### src/rtl/cpu_tmr_pkg.sv
// Shared definitions for the triple-modular-redundant pipeline registers:
// default NOP word, per-bit majority function and the stored-word width.
package cpu_tmr_pkg;

  localparam logic [31:0] NOP_INSTR_DEFAULT = 32'h0000_0000;

  function automatic logic maj3(input logic a, input logic b, input logic c);
    return (a & b) | (b & c) | (a & c);
  endfunction

  // Width of one stored copy {valid, pc, instr}.
  function automatic int tmr_word_w(input int pc_w, input int instr_w);
    return 1 + pc_w + instr_w;
  endfunction

endpackage

### src/rtl/tmr_vote3.sv
// Bitwise 2-of-3 voter with a flag raised whenever the three copies disagree anywhere.
module tmr_vote3
  import cpu_tmr_pkg::*;
#(
  parameter int W = 8
) (
  input  logic [W-1:0] a,
  input  logic [W-1:0] b,
  input  logic [W-1:0] c,
  output logic [W-1:0] voted,
  output logic         mismatch
);

  for (genvar gi = 0; gi < W; gi++) begin : g_bit
    assign voted[gi] = maj3(a[gi], b[gi], c[gi]);
  end

  // Equal copies pairwise a==b and b==c imply all three agree.
  assign mismatch = |((a ^ b) | (b ^ c));

endmodule

### src/rtl/if_id_reg_tmr.sv
// IF/ID pipeline register stored in three copies; decode sees the majority vote
// and every edge rewrites all copies from one voted/selected value (scrubbing).
module if_id_reg_tmr
  import cpu_tmr_pkg::*;
#(
  parameter int                 PC_W      = 32,
  parameter int                 INSTR_W   = 32,
  parameter int                 CNT_W     = 8,
  parameter logic [INSTR_W-1:0] NOP_INSTR = INSTR_W'(NOP_INSTR_DEFAULT)
) (
  input  logic                            clk,
  input  logic                            rst_n,
  input  logic                            flush,
  input  logic                            stall,
  input  logic                            if_valid,
  input  logic [PC_W-1:0]                 if_pc,
  input  logic [INSTR_W-1:0]              if_instr,
  output logic                            id_valid,
  output logic [PC_W-1:0]                 id_pc,
  output logic [INSTR_W-1:0]              id_instr,
  output logic                            tmr_err,
  output logic [CNT_W-1:0]                tmr_err_cnt,
  input  logic                            err_clr,
  input  logic                            inj_en,
  input  logic [1:0]                      inj_sel,
  input  logic [1+PC_W+INSTR_W-1:0]       inj_mask
);

  localparam int W = tmr_word_w(PC_W, INSTR_W);
  localparam logic [W-1:0] EMPTY_WORD = {1'b0, {PC_W{1'b0}}, NOP_INSTR};

  logic [W-1:0]     copy_reg [3];
  logic [W-1:0]     voted_word;
  logic [W-1:0]     next_word;
  logic             mismatch;
  logic             err_reg;
  logic [CNT_W-1:0] cnt_reg;

  tmr_vote3 #(.W(W)) u_vote (
    .a        (copy_reg[0]),
    .b        (copy_reg[1]),
    .c        (copy_reg[2]),
    .voted    (voted_word),
    .mismatch (mismatch)
  );

  always_comb begin
    next_word = {if_valid, if_pc, if_instr};
    if (flush) begin
      next_word = EMPTY_WORD;
    end else if (stall) begin
      next_word = voted_word;
    end
  end

  for (genvar gi = 0; gi < 3; gi++) begin : g_copy
    logic hit;
    assign hit = inj_en && (inj_sel == 2'(gi));

    always_ff @(posedge clk or negedge rst_n) begin
      if (!rst_n) begin
        copy_reg[gi] <= EMPTY_WORD;
      end else begin
        copy_reg[gi] <= hit ? (next_word ^ inj_mask) : next_word;
      end
    end
  end

  // Clear wins over a simultaneous increment; the error pulse is unaffected.
  always_ff @(posedge clk or negedge rst_n) begin
    if (!rst_n) begin
      err_reg <= 1'b0;
      cnt_reg <= '0;
    end else begin
      err_reg <= mismatch;
      if (err_clr) begin
        cnt_reg <= '0;
      end else if (mismatch && (cnt_reg != '1)) begin
        cnt_reg <= cnt_reg + 1'b1;
      end
    end
  end

  assign {id_valid, id_pc, id_instr} = voted_word;
  assign tmr_err     = err_reg;
  assign tmr_err_cnt = cnt_reg;

endmodule

### config.mk
export PLATFORM = sky130hd
export DESIGN_NAME = if_id_reg_tmr
export DESIGN_NICKNAME = d
export VERILOG_FILES = /design/src/rtl/cpu_tmr_pkg.sv /design/src/rtl/tmr_vote3.sv /design/src/rtl/if_id_reg_tmr.sv
export SDC_FILE = /design/constraint.sdc
export NUM_CORES = 1
export LEC_CHECK = 0
export ABC_AREA = 1
export BUFFER_PORTS_ARGS = -buffer_cell sky130_fd_sc_hd__buf_2
export CORE_MARGIN = 2
export CORE_UTILIZATION = 45
export DETAILED_ROUTE_END_ITERATION = 12
export HOLD_SLACK_MARGIN = 0.06
export PLACE_DENSITY = 0.75
export SLEW_MARGIN = 20
export SYNTH_ARGS = -nofsm -noshare
export SYNTH_HDL_FRONTEND = slang
export SYNTH_SLANG_ARGS = --single-unit
### constraint.sdc
create_clock -name clk -period 3.85 [get_ports clk]
set_input_delay 0.1925 -clock clk [delete_from_list [all_inputs] [get_ports clk]]
set_output_delay 0.1925 -clock clk [all_outputs]
set_load 0.01 [all_outputs]
==> results_dict.tcl <==
set metrics [dict create \
    status "completed" \
    min_to "copy_reg[132]" \
    synth_top_cell_by_area "dfrtp_1" \
    synth.top_cell.area_share_pct 39.8 \
    ys_warn_count 0 \
    synth-compound-area-share_pct 7.76 \
    cts.repair.resized 0 \
    cp_max_fo 9 \
    initial_core_util_pct 45.9 \
    cts_buffer_depth 3 \
    nets 2213 \
    clkLatencyLatePin_ns 0.52 \
    dp_worst_setup_slack_ns 1.75 \
    synth-adder-area-share_pct 12.8 \
    filler_cell_count 2554 \
    routed_wl_mm 32.6 \
    grt-ovfl-total 0 \
    reg2reg_slack_ns 1.75 \
    ys.flop_type "dfrtp_1" \
    setup_violations 0 \
    area_growth_syn_to_layout_pct 22.8 \
    syn_area_mm2 0.0128 \
    synth_common_cells "nand2_1, nor2_1, inv_1" \
    drt_iter0_markers 556 \
    finalCritPeriodShare_pct 54.6 \
    end_kind "register" \
    drive_gt1_share_pct 13.7 \
    hold_path_class "input port to register" \
    total_power_mw 6.23 \
    r2r-start "copy_reg[0]" \
    synth_seq_cells 204 \
    cts_buffers 24 \
    setup_slack_ns 1.75 \
    hold_viol 0 \
    multiInputGateArea_mm2 0.00664 \
    fmax_ghz 0.476 \
    routed_via_density 5.01 \
    synthesis.nets 1963 \
    ys_top_cells_by_area "dfrtp_1, ha_1, nand2_1" \
    drc 0 \
    synth_xor_area_share_pct 4.85 \
    rsz0062_at_grt "false" \
    pwr_density_cell_mw_per_mm2 396 \
    grt_usage_pct 22.1 \
    final_max_slew_viol_count 0 \
    regArea_mm2 0.00510 \
    relSlewSlack_pct 50.3 \
    grt_max_degree 87 \
    die_h_um 173 \
    dp.cells 2229 \
    largest_reg_flops 195 \
    synth_async_sr_flop_share_pct 100 \
    die_area_mm2 0.0298 \
    yosysMostFrequentCell "nand2_1" \
    synth_edf_count 0 \
    ctsHtreeMaxLevel 1 \
    fin_setup_tns_ns 0 \
    row_count 61 \
    r2r-end "tmr_err_cnt[6]" \
    fin_skew_ns 0.00855 \
    wl_per_cell_um 13.9 \
    worstRegToRegCells 8 \
    worst_ir_drop_vdd_uv 341 \
    cts_tree "done" \
    grt_pass1_wl_mm 54.7 \
    worstMarginPinSlew_ns 0.745 \
    cts_setup_buffers 0 \
    num_vias 11700 \
    synth_top_family_by_area "simple AND/OR/NAND/NOR gates" \
    ant_nets 0 \
    drv_cap 0 \
    finish.utilization_pct 56.3 \
    avgSynthCellArea_um2 7.56 \
    die_x_um 173 \
    required_ns 4.25 \
    io_buffers 211 \
    cp.arrival_ns 2.50 \
    clock-sinks 204 \
    ys_seq_area_share_pct 39.8 \
    period_minus_slack_ns 2.10 \
    final_cells 2339 \
    critical_path_class "register to register" \
    dp_hpwl_mm 22.8 \
    start_kind "register" \
    worstHoldStart "if_instr[2]" \
    synth-simple-area-share_pct 26.1 \
    core_mm2 0.0279 \
    synthMuxAreaShare_pct 0 \
    path_clk_slew_ns 0.06 \
    synth_cells 1694 \
    ioPinCount 212 \
    drtPass1Iterations 5 \
    p_leak_nw 8.61 \
    antenna_found_initial 0 \
    synth_cell_types 24 \
    grt_pass1_vias 12000 \
    hold_depth 7 \
    gp_congestion 0.803 \
    critPathLaunch "copy_reg[0]" \
    clockRootBuffer "clkbuf_16" \
]
metrics by stage:
stage | hold WS (ns) | cell area, µm²
after floorplan | -0.103 | 12800
after global placement | 0.275 | 14300
after detailed placement | 0.276 | 14300
after CTS | 0.146 | 15700
after global routing | 0.205 | 15700
final | 0.167 | 15700
power breakdown:
group          total, mW  internal (mW)  switching, mW
logic               1.46          0.583          0.879
clock network       2.29           1.42          0.872
registers           2.48           2.36          0.127
total               6.23           4.36           1.88
cells in the final DEF (no fill, tap or decap), types with 2 or more instances in the layout:
cell type,n
nand3_4,3
dfrtp_1,204
o21ai_0,75
xor2_1,69
o21ai_1,120
dlygate4sd3_1,67
xnor2_1,2
clkinv_2,2
nor2_1,246
nand3_2,2
clkbuf_1,4
clkbuf_16,25
buf_2,209
buf_12,4
buf_4,7
ha_1,131
inv_1,225
nand2_1,387
nand4_1,79
clkbuf_8,10
and2_1,2
nand3_1,77
cell type report:
type                    count  share of cell area (%)
clock buffers              38                    4.86
inverters                 226                    5.39
repair buffers            288                    11.8
clock inverters             4                   0.310
well taps                 378                    3.00
diodes                      1                  0.0159
flip-flops and latches    204                    32.4
multi-input cells        1200                    42.2
per-layer routing:
layer  track usage, %  part of all wire (%)  routed length [µm]  up-vias
met3             3.03                   5.1                1680       94
met5                0                     0                   0        -
li1                 -                     -                   -     5919
met4             9.25                   4.2                1380        0
met2             40.1                    49               15900      334
met1             26.3                    42               13700     5368
critical path: stages, from the launching register on:
cell	delay [ns]
dfrtp_1	0.39
ha_1	0.28
or2_1	0.22
nor2_1	0.32
nand4_1	0.18
nor2_1	0.17
nand3_2	0.22
nand4_1	0.14
nand2_1	0.07
cells by family (layout without fill, tap and decap cells):
kind of cell	count (synthesis)	after routing
other cells	0	1
flops	204	204
fa+ha+maj	131	131
xor+xnor	71	71
compound gates	196	196
buf+inv	290	556
simple gates	802	802
what timing repair did:
item                                    CTS  global route
endpoints found under the hold margin   277             0
endpoints found under the setup margin    0             0
hold buffers                             67             0
how the worst max path moves through the flow:
| stage | endpoint | slack, ns | cells past startpoint |
|---|---|---|---|
| after detailed placement | copy_reg[17] | 1.75 | 6 |
| after global routing | tmr_err_cnt[6] | 1.51 | 11 |
| after global placement | tmr_err_cnt[3] | 1.81 | 8 |
| after floorplan | tmr_err_cnt[5] | 2.24 | 9 |
| final | tmr_err_cnt[6] | 1.75 | 8 |
| after CTS | tmr_err_cnt[6] | 1.74 | 8 |
Note: power is estimated with default switching activity, not from simulation.
